## src/rtl/frac_divider_seq_pkg.sv

```systemverilog
// Shared types and width helpers for the sequential fractional divider.
package divider_pkg;

  typedef enum logic [1:0] {
    ST_IDLE  = 2'd0,
    ST_CHECK = 2'd1,
    ST_ITER  = 2'd2,
    ST_DONE  = 2'd3
  } state_e;

  function automatic int q_width(input int int_bits, input int frac_bits);
    return int_bits + frac_bits;
  endfunction

  function automatic int cnt_width(input int q_w);
    return $clog2(q_w + 1);
  endfunction

endpackage

```

## src/rtl/frac_divider_seq_if.sv

```systemverilog
// Operand/result bundle for frac_divider_seq; master drives operands, slave is the divider.
interface frac_divider_seq_if
  import divider_pkg::*;
#(
  parameter int WIDTH     = 16,
  parameter int INT_BITS  = 1,
  parameter int FRAC_BITS = 16,
  parameter int TAG_W     = 4
);
  localparam int Q_W = q_width(INT_BITS, FRAC_BITS);

  logic             i_valid;
  logic             o_ready;
  logic [WIDTH-1:0] i_num;
  logic [WIDTH-1:0] i_den;
  logic [TAG_W-1:0] i_tag;
  logic             i_flush;
  logic             o_valid;
  logic [Q_W-1:0]   o_quot;
  logic [WIDTH-1:0] o_rem;
  logic [TAG_W-1:0] o_tag;
  logic             o_dz;
  logic             o_ovf;

  modport master (
    output i_valid, i_num, i_den, i_tag, i_flush,
    input  o_ready, o_valid, o_quot, o_rem, o_tag, o_dz, o_ovf
  );

  modport slave (
    input  i_valid, i_num, i_den, i_tag, i_flush,
    output o_ready, o_valid, o_quot, o_rem, o_tag, o_dz, o_ovf
  );

endinterface

```

## src/rtl/frac_divider_seq_step.sv

```systemverilog
// One restoring-division iteration: shift in the next dividend bit, trial-subtract the divisor.
module div_restore_step #(
  parameter int WIDTH = 16
) (
  input  logic [WIDTH:0]   rem_in,
  input  logic             bit_in,
  input  logic [WIDTH-1:0] den,
  output logic [WIDTH:0]   rem_out,
  output logic             q_bit
);

  logic [WIDTH+1:0] trial;

  always_comb begin
    trial = {rem_in, bit_in};
    if (trial >= {2'b00, den}) begin
      q_bit   = 1'b1;
      // rem_in < den, so trial - den < den and the top bit can be dropped
      rem_out = trial[WIDTH:0] - {1'b0, den};
    end else begin
      q_bit   = 1'b0;
      rem_out = trial[WIDTH:0];
    end
  end

endmodule

```

## src/rtl/frac_divider_seq.sv

```systemverilog
// Sequential restoring divider: quot = floor(num*2^FRAC_BITS/den), rem = (num*2^FRAC_BITS) mod den,
// with divide-by-zero / overflow saturation, flush and tag passthrough.
//
//   state    | meaning
//   IDLE     | ready, waiting for i_valid
//   CHECK    | classify operands (dz / ovf / normal), preload iteration registers
//   ITER     | one quotient bit per cycle, MSB first, Q_W cycles
//   DONE     | publish result registers, o_valid pulses on the following cycle
module frac_divider_seq
  import divider_pkg::*;
#(
  parameter int WIDTH     = 16,
  parameter int INT_BITS  = 1,
  parameter int FRAC_BITS = 16,
  parameter int TAG_W     = 4
) (
  input  logic clk,
  input  logic rst_n,
  frac_divider_seq_if.slave bus
);

  localparam int Q_W   = q_width(INT_BITS, FRAC_BITS);
  localparam int CNT_W = cnt_width(Q_W);

  state_e           state_q, state_d;
  logic [WIDTH-1:0] num_q, num_d;
  logic [WIDTH-1:0] den_q, den_d;
  logic [TAG_W-1:0] tag_q, tag_d;
  logic             dz_q, dz_d;
  logic             ovf_q, ovf_d;
  logic [WIDTH:0]   rem_q, rem_d;
  logic [Q_W-1:0]   shf_q, shf_d;
  logic [Q_W-1:0]   acc_q, acc_d;
  logic [CNT_W-1:0] cnt_q, cnt_d;

  logic             valid_q, valid_d;
  logic [Q_W-1:0]   oquot_q, oquot_d;
  logic [WIDTH-1:0] orem_q, orem_d;
  logic [TAG_W-1:0] otag_q, otag_d;
  logic             odz_q, odz_d;
  logic             oovf_q, oovf_d;

  logic [WIDTH+INT_BITS-1:0] num_ext;
  logic [WIDTH+INT_BITS-1:0] den_sh;
  logic [WIDTH:0]            step_rem;
  logic                      step_bit;

  div_restore_step #(.WIDTH(WIDTH)) u_step (
    .rem_in  (rem_q),
    .bit_in  (shf_q[Q_W-1]),
    .den     (den_q),
    .rem_out (step_rem),
    .q_bit   (step_bit)
  );

  always_comb begin
    state_d = state_q;
    num_d   = num_q;
    den_d   = den_q;
    tag_d   = tag_q;
    dz_d    = dz_q;
    ovf_d   = ovf_q;
    rem_d   = rem_q;
    shf_d   = shf_q;
    acc_d   = acc_q;
    cnt_d   = cnt_q;
    valid_d = 1'b0;
    oquot_d = oquot_q;
    orem_d  = orem_q;
    otag_d  = otag_q;
    odz_d   = odz_q;
    oovf_d  = oovf_q;
    num_ext = {{INT_BITS{1'b0}}, num_q};
    den_sh  = {{INT_BITS{1'b0}}, den_q} << INT_BITS;

    case (state_q)
      ST_IDLE: begin
        if (bus.i_valid) begin
          num_d   = bus.i_num;
          den_d   = bus.i_den;
          tag_d   = bus.i_tag;
          dz_d    = 1'b0;
          ovf_d   = 1'b0;
          state_d = ST_CHECK;
        end
      end
      ST_CHECK: begin
        if (den_q == '0) begin
          dz_d    = 1'b1;
          state_d = ST_DONE;
        end else if (num_ext >= den_sh) begin
          ovf_d   = 1'b1;
          state_d = ST_DONE;
        end else begin
          // upper numerator bits seed the remainder; the rest stream in with the fraction zeros
          rem_d   = {1'b0, num_q >> INT_BITS};
          shf_d   = {num_q[INT_BITS-1:0], {FRAC_BITS{1'b0}}};
          acc_d   = '0;
          cnt_d   = '0;
          state_d = ST_ITER;
        end
      end
      ST_ITER: begin
        rem_d = step_rem;
        acc_d = {acc_q[Q_W-2:0], step_bit};
        shf_d = shf_q << 1;
        cnt_d = cnt_q + 1'b1;
        if (cnt_q == CNT_W'(Q_W - 1)) begin
          state_d = ST_DONE;
        end
      end
      ST_DONE: begin
        state_d = ST_IDLE;
        valid_d = 1'b1;
        oquot_d = (dz_q || ovf_q) ? '1 : acc_q;
        orem_d  = (dz_q || ovf_q) ? '0 : rem_q[WIDTH-1:0];
        otag_d  = tag_q;
        odz_d   = dz_q;
        oovf_d  = ovf_q;
      end
      default: state_d = ST_IDLE;
    endcase

    // a flush abandons the operation and leaves the published result untouched
    if (bus.i_flush && (state_q != ST_IDLE)) begin
      state_d = ST_IDLE;
      valid_d = 1'b0;
      oquot_d = oquot_q;
      orem_d  = orem_q;
      otag_d  = otag_q;
      odz_d   = odz_q;
      oovf_d  = oovf_q;
    end
  end

  always_ff @(posedge clk or negedge rst_n) begin
    if (!rst_n) begin
      state_q <= ST_IDLE;
      num_q   <= '0;
      den_q   <= '0;
      tag_q   <= '0;
      dz_q    <= 1'b0;
      ovf_q   <= 1'b0;
      rem_q   <= '0;
      shf_q   <= '0;
      acc_q   <= '0;
      cnt_q   <= '0;
      valid_q <= 1'b0;
      oquot_q <= '0;
      orem_q  <= '0;
      otag_q  <= '0;
      odz_q   <= 1'b0;
      oovf_q  <= 1'b0;
    end else begin
      state_q <= state_d;
      num_q   <= num_d;
      den_q   <= den_d;
      tag_q   <= tag_d;
      dz_q    <= dz_d;
      ovf_q   <= ovf_d;
      rem_q   <= rem_d;
      shf_q   <= shf_d;
      acc_q   <= acc_d;
      cnt_q   <= cnt_d;
      valid_q <= valid_d;
      oquot_q <= oquot_d;
      orem_q  <= orem_d;
      otag_q  <= otag_d;
      odz_q   <= odz_d;
      oovf_q  <= oovf_d;
    end
  end

  assign bus.o_ready = (state_q == ST_IDLE);
  assign bus.o_valid = valid_q;
  assign bus.o_quot  = oquot_q;
  assign bus.o_rem   = orem_q;
  assign bus.o_tag   = otag_q;
  assign bus.o_dz    = odz_q;
  assign bus.o_ovf   = oovf_q;

endmodule

```

## src/flat_wrapper.sv

```systemverilog
// flat-port wrapper written by rule: the top's interface ports become plain ports
module frac_divider_seq_flat import divider_pkg::*;
#(
  parameter int WIDTH     = 16,
  parameter int INT_BITS  = 1,
  parameter int FRAC_BITS = 16,
  parameter int TAG_W     = 4
)
  (clk, rst_n, bus_i_valid, bus_i_num, bus_i_den, bus_i_tag, bus_i_flush, bus_o_ready, bus_o_valid, bus_o_quot, bus_o_rem, bus_o_tag, bus_o_dz, bus_o_ovf);
  frac_divider_seq_if #(.WIDTH(WIDTH), .INT_BITS(INT_BITS), .FRAC_BITS(FRAC_BITS), .TAG_W(TAG_W)) bus_i ();
  input  logic clk;
  input  logic rst_n;
  input wire logic [$bits(bus_i.i_valid)-1:0] bus_i_valid;
  input wire logic [$bits(bus_i.i_num)-1:0] bus_i_num;
  input wire logic [$bits(bus_i.i_den)-1:0] bus_i_den;
  input wire logic [$bits(bus_i.i_tag)-1:0] bus_i_tag;
  input wire logic [$bits(bus_i.i_flush)-1:0] bus_i_flush;
  output wire logic [$bits(bus_i.o_ready)-1:0] bus_o_ready;
  output wire logic [$bits(bus_i.o_valid)-1:0] bus_o_valid;
  output wire logic [$bits(bus_i.o_quot)-1:0] bus_o_quot;
  output wire logic [$bits(bus_i.o_rem)-1:0] bus_o_rem;
  output wire logic [$bits(bus_i.o_tag)-1:0] bus_o_tag;
  output wire logic [$bits(bus_i.o_dz)-1:0] bus_o_dz;
  output wire logic [$bits(bus_i.o_ovf)-1:0] bus_o_ovf;
  assign bus_i.i_valid = bus_i_valid;
  assign bus_i.i_num = bus_i_num;
  assign bus_i.i_den = bus_i_den;
  assign bus_i.i_tag = bus_i_tag;
  assign bus_i.i_flush = bus_i_flush;
  assign bus_o_ready = bus_i.o_ready;
  assign bus_o_valid = bus_i.o_valid;
  assign bus_o_quot = bus_i.o_quot;
  assign bus_o_rem = bus_i.o_rem;
  assign bus_o_tag = bus_i.o_tag;
  assign bus_o_dz = bus_i.o_dz;
  assign bus_o_ovf = bus_i.o_ovf;
  frac_divider_seq #(.WIDTH(WIDTH), .INT_BITS(INT_BITS), .FRAC_BITS(FRAC_BITS), .TAG_W(TAG_W)) u_core (.clk(clk), .rst_n(rst_n), .bus(bus_i));
endmodule
```

## config.mk

```make
export PLATFORM = sky130hd
export DESIGN_NAME = frac_divider_seq_flat
export DESIGN_NICKNAME = d
export VERILOG_FILES = /design/src/rtl/frac_divider_seq_pkg.sv /design/src/rtl/frac_divider_seq_if.sv /design/src/rtl/frac_divider_seq_step.sv /design/src/rtl/frac_divider_seq.sv /design/src/flat_wrapper.sv
export SDC_FILE = /design/constraint.sdc
export NUM_CORES = 1
export LEC_CHECK = 0
export BUFFER_PORTS_ARGS = -buffer_cell sky130_fd_sc_hd__buf_2
export CAP_MARGIN = 25
export CORE_MARGIN = 2
export CORE_UTILIZATION = 40
export CTS_BUF_LIST = sky130_fd_sc_hd__clkbuf_4 sky130_fd_sc_hd__clkbuf_8
export DETAILED_ROUTE_END_ITERATION = 6
export HOLD_SLACK_MARGIN = 0.03
export PLACE_DENSITY = 0.57
export RECOVER_POWER = 100
export SETUP_SLACK_MARGIN = 0.4
export SLEW_MARGIN = 25
export SYNTH_ARGS = -nofsm -noshare
export SYNTH_HDL_FRONTEND = slang
export SYNTH_HIERARCHICAL = 1
export SYNTH_SLANG_ARGS = --single-unit
```

## constraint.sdc

```tcl
create_clock -name clk -period 3.35 [get_ports clk]
set_clock_uncertainty 0.05 [all_clocks]
set_input_delay 0 -clock clk [delete_from_list [all_inputs] [get_ports clk]]
set_output_delay 0 -clock clk [all_outputs]
set_load 0.02 [all_outputs]
```

==> summary.md, run 1 <==
| Metric | Value |
|---|---|
| Status | `finished with violations` |
| Failing checks | `max-capacitance violations, max-slew violations` |
| Nets | `863` |
| Async S/R FF share, synth | `between 90% and 100%` |
| Initial antenna violation count | `0` |
| DP Wirelength | `around 11000 um` |
| Post-route minimum period | `between 3 and 4 ns` |
| Die W | `between 100 and 150 um` |
| Post-DP Area | `approximately 0.0072 sq mm` |
| Number of global-route vias before repair | `approximately 5300` |
| Fill cell count | `1512` |
| Hold Crit Start | `bus_i_num[6]` |
| Hold Path Cell Cnt | `3` |
| CP Capture Type | `flip-flop` |
| Initial Utilization | `between 40% and 50%` |
| Port-buffer cells | `80` |
| Worst R2R Path Depth | `13` |
| CP Class | `reg2reg` |
| Wire per inst | `between 15 and 20 um` |
| Min-delay worst type | `in2reg` |
| Diodes inserted | `0` |
| Worst-Margin Slew | `roughly 2.0 ns` |
| Detailed Route Iter0 Violations | `260` |
| FF-to-FF Start | `u_core/shf_q[16]` |
| Syn nets | `about 730` |
| Final period utilization | `about 92%` |
| R2R Setup Slk | `around 0.27 ns` |
| Tot GR Track Use | `around a fifth` |
| Hold Path End | `u_core/num_q[6]` |
| Multi-input logic area | `around 0.0032 sq mm` |
| Startpoint Class | `flip-flop` |
| GPL Wtd Cong | `between 0.9 and 1` |
| First-pass GRT wire length | `27600 um` |
| CTS tree | `built` |
| Crit path max fanout | `7` |
| Fin. Hold Viols | `0` |
| Vias per std cell | `5.22` |
| Power per cell area | `1140 mW/mm^2` |
| Sequential area share after synthesis | `between 40% and 50%` |
| VDD IR max | `around 450 uV` |
| Main synth FF type | `dfrtp_1` |
| Final Util | `approximately 50%` |
| Max Fclk | `around 0.32 GHz` |
| Crit path DAT | `approximately 3.4 ns` |
| Layout area overhead | `22.7%` |
| RSZ-0062 raised after global routing | `yes` |
| Crit Reg-Reg Endpoint | `u_core/rem_q[4]` |
| Worst relative slew slack | `-33.8%` |
| Critical Path RT | `around 3.6 ns` |
| Total power | `9.06 mW` |
| Max-slew violations | `104` |
| Routed WL | `approximately 16000 um` |
| Syn Inst Count | `between 600 and 700` |
| Post-Layout Inst Area | `roughly 0.0080 sq mm` |
| GR Overflow Total | `0` |
| Clock Path Buffers | `2` |
| Die H | `approximately 130 um` |
| EDFF count, synth | `0` |
| Clock tree sinks | `120` |
| Htree depth | `4` |
| Drt pass-1 iters | `6` |
| Die footprint | `approximately 0.017 sq mm` |
| Max Cap Violations | `2` |
| Core area | `0.0159 sq mm` |
| Routed Antenna Nets | `0` |
| Clk Latency, worst-skew pair | `~0.45 ns` |
| Largest net degree at the start of global routing | `between 80 and 90` |
| Register area | `0.00300 sq mm` |
| Syn. warnings | `6` |
| Final setup viols | `0` |
| Reg clk slew, reported paths | `~0.080 ns` |
| Share of post-route cells with drive strength above 1 | `between 20 and 25%` |
| Static Leak | `3.78 nW` |
| Post-route DRC | `0` |
| Root buf cell | `clkbuf_8` |
| IO Count | `just over 80` |
| Via Count | `5289` |
| Synthesized area | `about 0.0065 sq mm` |
| Avg Cell Area, Syn | `~9.9 sq um` |
| Setup TNS | `0 ns` |
| Yosys reg bits | `120` |
| Site row count | `between 40 and 50` |
| Distinct cells, synth | `66` |
| Num CTS Buffers | `17` |
[flip-flops by register name, summed over array words and instances, names as in the netlist]
| name | cells |
|---|---|
| u_core/bus.o_ovf | 1 |
| u_core/dz_q | 1 |
| u_core/num_q | 16 |
| u_core/shf_q | 1 |
| u_core/state_q | 2 |
| u_core/tag_q | 4 |
| u_core/ovf_q | 1 |
| u_core/den_q | 16 |
| u_core/bus.o_tag | 4 |
| u_core/bus.o_quot | 17 |
| u_core/cnt_q | 5 |
| u_core/acc_q | 17 |
| u_core/bus.o_dz | 1 |
| u_core/rem_q | 17 |
| u_core/bus.o_rem | 16 |
| u_core/bus.o_valid | 1 |
[final cells by class]
cell class,instances,area share [%]
Timing Repair Buffer,143,12.0
Clock inverter,13,1.85
Tap cell,216,3.39
Clock buffer,19,3.12
Inverter,48,2.26
Sequential cell,120,37.7
Multi-Input combinational cell,455,39.7
[cell usage after synthesis, drive strengths merged (4+ instances only)]
library cell  instances  share of area [%]
nand2b                8               0.77
ha                   37                7.1
nand2                97                5.6
nor4                  4               0.38
clkbuf               19                1.1
buf                  13                1.7
a22o                 21                2.8
a211oi                5               0.85
nand3                12               0.92
a21oi                31                2.4
a21o                  7               0.81
xnor2                 8                1.1
nor2                 57                3.3
nor2b                 5               0.48
mux2                 44                8.0
dfrtp               120                 46
nor3                  6               0.71
o21ai                48                3.7
inv                  48                2.8
a221o                14                2.2
[cells in the final DEF (no fill, tap or decap), drive strengths merged, types with 3 or more instances in the layout]
master,count
clkinv,6
a22o,21
nor2b,5
o31ai,3
nor4,4
ha,37
dlygate4sd3,40
a211oi,5
o311ai,3
a221o,14
nand2b,8
or2,3
nand3,12
mux2,44
nor3,6
xnor2,8
nand2,97
a21oi,31
o21ai,48
a31oi,3
buf,58
nor2,57
nand4,3
mux2i,3
clkinvlp,3
dfrtp,120
inv,50
clkbuf,64
xor2,3
a21o,7
or3,3
[cell families (layout without fill, tap and decap cells)]
logic type                 count (synthesis)  count (layout)  share of synthesized area, %
buffers and inverters                     80             223                          5.52
muxes                                     47              47                          8.49
AOI/OAI and AO/OA                        153             153                          16.8
adders and majority gates                 38              38                          7.43
xor gates and xnor gates                  11              11                          1.48
and+or+nand+nor                          206             206                          14.1
DFF                                      120             120                          46.2
[worst max-delay path: stages, from the launching register on]
cell and delay (ns):
dfrtp_1 0.39, inv_1 0.06, ha_1 0.17, inv_2 0.05
fa_2 0.35, a21o_1 0.17, a221oi_1 0.34, a211oi_1 0.12
or3_1 0.43, buf_6 0.17, mux2_4 0.30, nand2_2 0.07
nor2_2 0.04, a221o_1 0.26
[routing by layer]
| metal | wire length [um] | vias to the layer above | global-route usage, % |
|---|---|---|---|
| met5 | 0 | - | 0 |
| met4 | 315 | 0 | 7.67 |
| met3 | 642 | 22 | 4.13 |
| met2 | 7900 | 125 | 32.0 |
| met1 | 7580 | 2588 | 27.1 |
| li1 | - | 2554 | - |
[through the flow]
step,hold slack [ns],setup WS [ns],std cells
5_1_grt,0.238,0.135,1014
3_5_place_dp,0.167,0.319,936
2_1_floorplan,-0.346,0.405,655
3_3_place_gp,0.168,0.365,936
4_1_cts,0.226,0.401,1009
6_report,0.259,0.269,1014
[power breakdown]
part / leakage [nW] / switching, mW / internal, mW / total (mW)
clock network: 0.195 / 0.631 / 0.684 / 1.32
logic: 2.05 / 2.85 / 2.33 / 5.17
registers: 1.53 / 0.541 / 2.03 / 2.57
total: 3.78 / 4.02 / 5.04 / 9.06
[worst max path at each step]
| stage | end | cells after the start | start | slack [ns] |
|---|---|---|---|---|
| 6_report | u_core/rem_q[4] | 13 | u_core/shf_q[16] | 0.27 |
| 5_1_grt | u_core/rem_q[4] | 13 | u_core/shf_q[16] | 0.14 |
| 4_1_cts | u_core/rem_q[3] | 13 | u_core/shf_q[16] | 0.40 |
| 3_5_place_dp | u_core/rem_q[7] | 13 | u_core/shf_q[16] | 0.32 |
| 3_3_place_gp | u_core/rem_q[12] | 13 | u_core/shf_q[16] | 0.37 |
| 2_1_floorplan | u_core/rem_q[1] | 13 | u_core/shf_q[16] | 0.41 |
[repair_timing]
item	in CTS	in global routing
gates resized for setup	3	18
pin swaps	1	8
setup endpoints to repair	7	18
hold buffers	40	0
hold endpoints to repair	119	0
buffers inserted	1	5
Note: power is estimated with default switching activity, not from simulation.
==> inputs of run 2 (changes only) <==
SYNTH_HIERARCHICAL = default   (was 1)
==> summary.md, run 2 <==
| Metric | Value |
|---|---|
| Dominant cell type by area after synthesis | `dfrtp_1` |
| Drt pass-1 iters | `5 (-1)` |
| Detailed Route Iter0 Violations | `316 (+22%)` |
| Crit Reg-Reg Endpoint | `u_core.rem_q[4]` |
| Post-Layout Inst Area | `0.00805 sq mm (+0.94%)` |
| Register area | `0.00300 sq mm (unchanged)` |
| Hold_ws | `0.252 ns (-0.00699 ns)` |
| CP Capture Type | `flip-flop` |
| Synthesized area | `0.00652 sq mm (+0.25%)` |
| Reg clk slew, reported paths | `0.08 ns (about the same)` |
| First-pass GRT wire length | `28800 um (+4.2%)` |
| GPL Wtd Cong | `0.921 (-0.49%)` |
| Main synth FF type | `dfrtp_1` |
| Avg Cell Area, Syn | `9.67 sq um (-2.6%)` |
| Layout area overhead | `23.5%` |
| Max Fclk | `0.343 GHz (+5.8%)` |
| CP max-delay cell | `a311o_2` |
| Fin. Hold Viols | `0 (unchanged)` |
| CP Cell Sequence | `ha_1 > fa_1 > nor2b_1 > o31ai_1 > a21o_4 > a311o_2 > and3_1 > a211o_1 > a22o_1` |
| Crit path DAT | `3.19 ns (-0.18 ns)` |
| Critical Path Start | `u_core.den_q[0]` |
| Site row count | `46 (unchanged)` |
| Die footprint | `0.0173 sq mm (+0.24%)` |
| EDFF count, synth | `0 (unchanged)` |
| Final setup viols | `0 (unchanged)` |
| Syn nets | `752 (+2.6%)` |
| Clock Path Buffers | `2 (unchanged)` |
| Multi-input logic area | `0.00324 sq mm (+2.4%)` |
| Syn Inst Count | `674 (+2.9%)` |
| Distinct cells, synth | `66 (unchanged)` |
| Clk Latency, worst-skew pair | `0.45 ns (about the same)` |
| Static Leak | `3.67 nW (-2.9%)` |
| Worst R2R Path Depth | `9 (-4)` |
| Most frequent cells in the layout | `dfrtp_1, nand2_1, o21ai_0` |
| Crit path max fanout | `5 (-2)` |
| Vias per std cell | `5.35 (+2.6%)` |
| Port-buffer cells | `80 (unchanged)` |
| Die W | `132 um (+0.12%)` |
| Yosys reg bits | `120 (unchanged)` |
| Startpoint Class | `flip-flop` |
| Min-delay worst type | `in2reg` |
| CP Class | `reg2reg` |
| Nets | `878 (+1.7%)` |
| CP endpoint | `u_core.rem_q[4]` |
| Critical Path RT | `3.63 ns (about the same)` |
| Final Util | `50.7% (+0.47 points)` |
| CTS tree | `built` |
| Final period utilization | `86.9% (-5.1 points)` |
| Fill cell count | `1545 (+2.2%)` |
| Post-DP Area | `0.00717 sq mm (+0.17%)` |
| FF-to-FF Start | `u_core.den_q[0]` |
| Power per cell area | `1180 mW/mm^2 (+4.1%)` |
| WP buf/inv | `0 (-3)` |
| Failing checks | `max-capacitance violations, max-slew violations` |
| Clock tree sinks | `120 (unchanged)` |
| Wire per inst | `17.4 um (+7.2%)` |
| Via Count | `5505 (+4.1%)` |
| Routed WL | `17900 um (+8.7%)` |
| Largest net degree at the start of global routing | `80 (-2.4%)` |
| DP Wirelength | `12400 um (+8.6%)` |
| Sequential area share after synthesis | `46.1% (-0.12 points)` |
| R2R Setup Slk | `0.44 ns (+0.17 ns)` |
| GR Overflow Total | `0 (unchanged)` |
| Root buf cell | `clkbuf_8` |
| RSZ-0062 raised after global routing | `no` |
| Number of global-route vias before repair | `5357 (+1.2%)` |
| Share of the synthesized area in the top cell type | `46.1% (-0.12 points)` |
| Most common cell after layout, fill and taps aside | `dfrtp_1` |
| Post-route minimum period | `2.91 ns (-0.169 ns)` |
| Num CTS Buffers | `17 (unchanged)` |
| Final setup margin | `0.439 ns (+0.169 ns)` |
| Initial antenna violation count | `0 (unchanged)` |
| Critical path's top delay family | `compound AO/OA/AOI/OAI gates` |
| Post-synth top cells | `dfrtp_1, nand2_1, o21ai_0` |
| Share of post-route cells with drive strength above 1 | `18.5% (-1.6 points)` |
| VDD IR max | `491 uV (+9.0%)` |
| Worst stage delay on the critical path | `0.44 ns (about the same)` |
| Worst relative slew slack | `-63.7% (-30 points)` |
| Cell count along the critical path | `9 (-4)` |
| Routed Antenna Nets | `0 (unchanged)` |
| Placement Setup Slack | `0.337 ns (+0.0184 ns)` |
| Async S/R FF share, synth | `100% (unchanged)` |
| Synth area leaders | `dfrtp_1, ha_1, mux2_2` |
| Most common cell in the netlist | `dfrtp_1` |
| Tot GR Track Use | `21.1% (+0.94 points)` |
| Htree depth | `4 (unchanged)` |
| Post-route DRC | `0 (unchanged)` |
| IO Count | `81 (unchanged)` |
| Worst-Margin Slew | `2.46 ns (+0.448 ns)` |
| Core area | `0.0159 sq mm (unchanged)` |
| Diodes inserted | `0 (unchanged)` |
| Syn. warnings | `0 (-6)` |
| Status | `finished with violations` |
| Max-slew violations | `42 (-60%)` |
| Initial Utilization | `41.0% (+0.10 points)` |
| Die H | `132 um (+0.12%)` |
| Max Cap Violations | `1 (-1)` |
| Setup TNS | `0 ns (unchanged)` |
==> run 2: final cells by class <==
class / instances / share of cell area, %
clock buffers: 21 / 3.51
clock inverters: 11 / 2.25
inverters: 43 / 2.01
multi-input cells: 478 / 40.3
flip-flops and latches: 120 / 37.3
well taps: 216 / 3.36
repair buffers: 140 / 11.3
==> run 2: worst register-to-register path, stage by stage, from the launching register on <==
cell	delay (ns)
dfrtp_1	0.43
ha_1	0.23
fa_1	0.42
nor2b_1	0.21
o31ai_1	0.13
a21o_4	0.26
a311o_2	0.44
and3_1	0.20
a211o_1	0.26
a22o_1	0.18
==> run 2: stage by stage <==
stage	cells	total power, mW
floorplan	674	6.26
CTS	1027	9.51
global route	1029	10.2
detailed placement	950	7.83
finish	1029	9.52
global placement	950	7.75
==> run 2: logic make-up after synthesis <==
kind of cell / Yosys count / synth area share, %
fa+ha+maj: 38 / 7.41
buf+inv: 76 / 4.49
compound gates: 189 / 19.7
xor+xnor: 8 / 1.08
flops: 120 / 46.1
simple gates: 204 / 14.5
mux: 39 / 6.72
==> run 2: what timing repair did <==
item,4_1_cts,5_1_grt
endpoints found under the hold margin,87,0
setup endpoints to repair,4,28
setup buffers,5,2
pin swaps,2,2
hold buffers,40,0
resized for setup,2,10
==> run 2: metal layers <==
metal / track usage [%] / part of all wire, % / up-vias
li1: - / - / 2680
met1: 29.4 / 48 / 2672
met2: 32.7 / 46 / 139
met3: 4.13 / 5.2 / 14
met4: 7.49 / 1.4 / 0
met5: 0 / 0 / -
==> run 2: report_power, final <==
part / leakage (nW) / switching, mW / internal [mW]
clock network: 0.236 / 0.649 / 0.894
logic: 1.91 / 3.32 / 2.13
registers: 1.52 / 0.494 / 2.04
total: 3.67 / 4.46 / 5.06
==> run 2: how the worst min path moves through the flow <==
| stage | from | end | slack (ns) | cells after the start |
|---|---|---|---|---|
| 5_1_grt | bus_i_tag[1] | u_core.tag_q[1] | 0.25 | 3 |
| 2_1_floorplan | rst_n | u_core.acc_q[0] | -0.35 | 0 |
| 3_5_place_dp | rst_n | u_core.bus.o_rem[11] | -0.01 | 1 |
| 4_1_cts | rst_n | u_core.bus.o_rem[11] | 0.05 | 2 |
| 6_report | bus_i_tag[3] | u_core.tag_q[3] | 0.25 | 3 |
| 3_3_place_gp | rst_n | u_core.rem_q[10] | -0.02 | 1 |
